===== src/rtl/axis_resizer.sv =====
// axis_resizer: rational-ratio AXI-Stream width converter (gearbox).
// Repacks DWIDTH_IN-bit words into DWIDTH_OUT-bit words through a subword
// buffer of N_IN+N_OUT subwords, preserving subword order and tlast framing.
// Optional build macro AXIS_RESIZER_ZERO_PAD_EN: when defined, the padding
// subwords of a packet's final word are forced to zero; otherwise they carry
// stale buffer contents.
module axis_resizer #(
    parameter int unsigned DWIDTH_IN  = 24,
    parameter int unsigned DWIDTH_OUT = 24
) (
    input  logic                  clk,
    input  logic                  reset,
    input  logic [DWIDTH_IN-1:0]  data_in_data,
    input  logic                  data_in_valid,
    output logic                  data_in_ready,
    input  logic                  data_in_last,
    output logic [DWIDTH_OUT-1:0] data_out_data,
    output logic                  data_out_valid,
    input  logic                  data_out_ready,
    output logic                  data_out_last
);

    function automatic int unsigned gcd(input int unsigned a, input int unsigned b);
        int unsigned x;
        int unsigned y;
        int unsigned t;
        x = a;
        y = b;
        while (y != 0) begin
            t = x % y;
            x = y;
            y = t;
        end
        return x;
    endfunction

    localparam int unsigned W     = gcd(DWIDTH_IN, DWIDTH_OUT);
    localparam int unsigned N_IN  = DWIDTH_IN / W;
    localparam int unsigned N_OUT = DWIDTH_OUT / W;
    localparam int unsigned CAP   = N_IN + N_OUT;
    localparam int unsigned BW    = CAP * W;
    localparam int unsigned FW    = $clog2(CAP + 1);
    localparam int unsigned FW1   = FW + 1;

    // Subword 0 (oldest) sits at bits [W-1:0]; the output word is the low slice.
    logic [BW-1:0]         sub_q;
    logic [BW-1:0]         sub_d;
    logic [FW-1:0]         fill_q;
    logic [FW-1:0]         fill_d;
    logic [FW-1:0]         fill_rm;
    logic                  flush_q;
    logic                  flush_d;
    logic                  valid_d;
    logic                  last_d;
    logic [DWIDTH_OUT-1:0] data_d;
    logic                  out_hs;
    logic                  in_hs;
    logic                  room;

    // Next-state: remove an output word, append an input word, update flush and outputs.
    always_comb begin
        out_hs  = data_out_valid && data_out_ready;
        fill_rm = fill_q;
        if (out_hs) begin
            fill_rm = (fill_q > FW'(N_OUT)) ? (fill_q - FW'(N_OUT)) : '0;
        end

        room          = ({1'b0, fill_rm} + FW1'(N_IN)) <= FW1'(CAP);
        data_in_ready = room && !flush_q && !reset;
        in_hs         = data_in_valid && data_in_ready;

        sub_d = out_hs ? (sub_q >> DWIDTH_OUT) : sub_q;
        for (int unsigned i = 0; i <= N_OUT; i++) begin
            if (in_hs && (fill_rm == FW'(i))) begin
                sub_d[i*W +: DWIDTH_IN] = data_in_data;
            end
        end

        fill_d = fill_rm + (in_hs ? FW'(N_IN) : '0);

        flush_d = flush_q;
        if (out_hs && data_out_last) begin
            flush_d = 1'b0;
        end
        if (in_hs && data_in_last) begin
            flush_d = 1'b1;
        end

        valid_d = (fill_d >= FW'(N_OUT)) || (flush_d && (fill_d != '0));
        last_d  = flush_d && (fill_d != '0) && (fill_d <= FW'(N_OUT));
        data_d  = sub_d[DWIDTH_OUT-1:0];
`ifdef AXIS_RESIZER_ZERO_PAD_EN
        if (last_d) begin
            for (int unsigned i = 0; i < N_OUT; i++) begin
                if (FW'(i) >= fill_d) begin
                    data_d[i*W +: W] = '0;
                end
            end
        end
`endif
    end

    // State and registered outputs; synchronous reset drops all buffered subwords.
    always_ff @(posedge clk) begin
        if (reset) begin
            sub_q          <= '0;
            fill_q         <= '0;
            flush_q        <= 1'b0;
            data_out_valid <= 1'b0;
            data_out_last  <= 1'b0;
            data_out_data  <= '0;
        end else begin
            sub_q          <= sub_d;
            fill_q         <= fill_d;
            flush_q        <= flush_d;
            data_out_valid <= valid_d;
            data_out_last  <= last_d;
            data_out_data  <= data_d;
        end
    end

endmodule


===== config.mk =====
export PLATFORM = sky130hd
export DESIGN_NAME = axis_resizer
export DESIGN_NICKNAME = d
export VERILOG_FILES = /design/src/rtl/axis_resizer.sv
export SDC_FILE = /design/constraint.sdc
export NUM_CORES = 1
export LEC_CHECK = 0
export CAP_MARGIN = 20
export CORE_ASPECT_RATIO = 1.2
export CORE_MARGIN = 5
export CORE_UTILIZATION = 37
export DETAILED_ROUTE_END_ITERATION = 8
export SETUP_SLACK_MARGIN = 0.1
export SLEW_MARGIN = 40
export SYNTH_ARGS = -nofsm -noshare
export SYNTH_HDL_FRONTEND = slang
export SYNTH_SLANG_ARGS = --single-unit
export TNS_END_PERCENT = 50

===== constraint.sdc =====
create_clock -name clk -period 1.45 [get_ports clk]
set_input_delay 0.29 -clock clk [delete_from_list [all_inputs] [get_ports clk]]
set_output_delay 0.29 -clock clk [all_outputs]
set_load 0.005 [all_outputs]

==> out/qor.yml, run 1 <==
dp_hpwl_um: 4332
cts_tree: "built"
synth_edf_count: 0
power_density_nw_per_um2: 844.1
maxSlewHeadroom: 0.7897
yosysMostFrequentCell: "nand2_1"
fin_skew_ns: 0.005726
drtAntennaViolNets: 0
finalMaxSlewViolations: 0
drive_gt1_frac: 0.4100
cts_root_buffer: "clkbuf_8"
synth_top_flop_cell: "dfxtp_1"
layout.nets: 390
drtIter0Drc: 120
syn_area_um2: 2639
fp.coreArea_um2: 6895
grt_max_degree: 27
via_count: 2419
wire_per_inst_um: 16.73
routed_via_density: 5.400
grt_setup_unrepaired: "true"
min-delay-path-class: "in -> reg"
yosysSeqAreaShare: 0.4021
start_util: 0.3827
synth_common_cells: "nand2_1, dfxtp_1, nor2_1"
fin_crit_ns: 1.502
cp-end-kind: "flip-flop"
cap_violations: 0
gr-usage-all-layers: 0.1710
async_flop_share: 0
grt_overflow: 0
cts-htree-levels: 2
synth_top_cell_area_share: 0.4021
cp_data_required_time_ns: 1.66
path_cells: "nor3b_4 -> buf_6 -> nand3_4 -> bufbuf_16 -> a311oi_2"
leakage_nw: 1.615
syn_to_final_growth_pct: 47.94
rows: 33
routed_wirelength_um: 7494
diodes: 0
slowest_delay_ns: 0.36
netlist_instances: 302
clk_path_buf_depth: 2
yosysWarnings: 0
holdWs_ns: 0.3931
worst_setup_path_start_kind: "flip-flop"
die_w_um: 87.09
yosysTopAreaCell: "dfxtp_1"
synth.distinct_cells: 32
die-area_um2: 8928
fin_ws_ns: -0.05179
routabilityCongestion: 0.7333
io_pins: 56
violations: "negative setup slack"
synth_seq_cells: 53
grt_pass1_wl_um: 12140
tightestPinTransition_ns: 0.3154
hold_viol: 0
cts.reportedPaths.clkPinSlew_ns: 0.09
p_total_mw: 3.295
post-route-period-util: 1.036
r2r_slack_ns: -0.05
grt_pass1_vias: 2461
multi_input_area_um2: 1515
seqCellArea_um2: 1092
dieHeight_um: 102.5
grt_antenna_before_repair: 0
crit_type: "reg -> reg"
vdd_ir_drop_max_uv: 592.7
drc: 0
final_core_util: 0.5661
clock_latency_ns: 0.30
syn_nets: 332
dr.pass1.iters: 4
avgSynthCellArea_um2: 8.738
yosys-top-cells-area: "dfxtp_1, nand2_1, a211oi_2"
fmax_mhz: 665.9
fillers: 614
status: "finished with violations"
numPortBuffers: 55
cts_buffers: 5
setup_violations: 41
path_max_fanout: 8
cts.sinks: 53
crit_slowest_cell: "dfxtp_4"
worst_ep_arrival_time_ns: 1.71
==> where the power goes <==
part / switching [mW] / internal [mW]
clock: 0.483 / 0.343
sequential: 0.0431 / 1.55
combinational: 0.421 / 0.460
total: 0.947 / 2.35
==> worst paths after layout <==
kind,cells past startpoint,startpoint,to
max,5,flush_q,sub_q[14]
min,3,reset,data_out_valid
max reg2reg,5,flush_q,sub_q[14]
min reg2reg,2,sub_q[31],sub_q[7]
==> stage by stage <==
step | setup slack (ns) | cell area, um^2 | TNS (ns) | instances
2_1_floorplan | -0.05829 | 2663 | -0.08266 | 302
3_3_place_gp | -0.6095 | 3252 | -22.80 | 423
3_5_place_dp | -0.6049 | 3252 | -23.40 | 423
4_1_cts | -0.05494 | 3750 | -0.7697 | 447
5_1_grt | -0.1372 | 3904 | -3.852 | 448
6_report | -0.05179 | 3904 | -1.278 | 448
==> what timing repair did <==
item / in CTS / in global routing
gates resized for setup: 81 / 48
hold buffers: 0 / 0
pin swaps: 24 / 10
cloned: 5 / 0
buffers inserted: 11 / 2
setup endpoints to repair: 80 / 63
==> cell families after synthesis <==
| family | synth area share |
|---|---|
| adder cells (fa/ha/maj) | 0.004741 |
| XOR/XNOR | 0.003320 |
| flip-flops | 0.4021 |
| AND/OR/NAND/NOR | 0.1897 |
| buffers and inverters | 0.1290 |
| AO/OA/AOI/OAI | 0.2712 |
==> worst max-delay path, delay by kind of cell, from the launching register on <==
family,cells,cell delay [ns]
compound gates,1,0.19
simple gates,2,0.39
buf+inv,2,0.47
flops,1,0.36
==> layout by cell type, fill, tap and decap left out, types with 2 or more instances in the layout <==
cell / Yosys / layout
dfxtp_2: 0 / 22
nor2_4: 0 / 2
buf_4: 27 / 23
dlymetal6s2s_1: 0 / 11
clkdlybuf4s50_1: 0 / 25
a211oi_2: 20 / 21
a31oi_1: 23 / 23
buf_6: 4 / 11
buf_16: 0 / 4
a311oi_1: 24 / 6
clkbuf_1: 6 / 2
dlygate4sd2_1: 0 / 17
a32oi_1: 3 / 2
buf_12: 0 / 4
nand3_1: 2 / 2
clkbuf_8: 0 / 5
nor2_1: 29 / 15
nand2_1: 75 / 74
nor2_2: 0 / 12
a211oi_4: 0 / 2
nor3b_4: 0 / 2
dfxtp_1: 53 / 30
and2_4: 0 / 2
buf_8: 0 / 2
a311oi_2: 0 / 18
==> flip-flops by register name, summed over array words and instances, names as in the netlist <==
register        count
sub_q              48
fill_q              2
data_out_last       1
data_out_valid      1
flush_q             1
==> final cells by class <==
cell class | instances | share of cell area
clock buffer | 7 | 0.01955
clock inverter | 1 | 0.001923
inverter | 2 | 0.001923
multi-input combinational | 198 | 0.3881
sequential | 53 | 0.2798
tap | 87 | 0.02788
timing repair buffer | 100 | 0.2808
==> routing by layer <==
| layer | global-route usage | up-vias | part of all wire |
|---|---|---|---|
| met5 | 0 | - | 0 |
| met4 | 0.06494 | 0 | 0.0099 |
| met3 | 0.02398 | 7 | 0.043 |
| met2 | 0.2981 | 55 | 0.52 |
| met1 | 0.2136 | 1183 | 0.42 |
| li1 | - | 1174 | - |
No activity file was read; power rests on OpenSTA's default activity.
==> run 2, diff against run 1 <==
--- a/config.mk
+++ b/config.mk
@@ -5,7 +5,6 @@
 export SDC_FILE = /design/constraint.sdc
 export NUM_CORES = 1
 export LEC_CHECK = 0
-export CAP_MARGIN = 20
 export CORE_ASPECT_RATIO = 1.2
 export CORE_MARGIN = 5
 export CORE_UTILIZATION = 37
==> results of run 2 <==
Same layout as run 1: the final DEF is identical, and so are final timing and power.
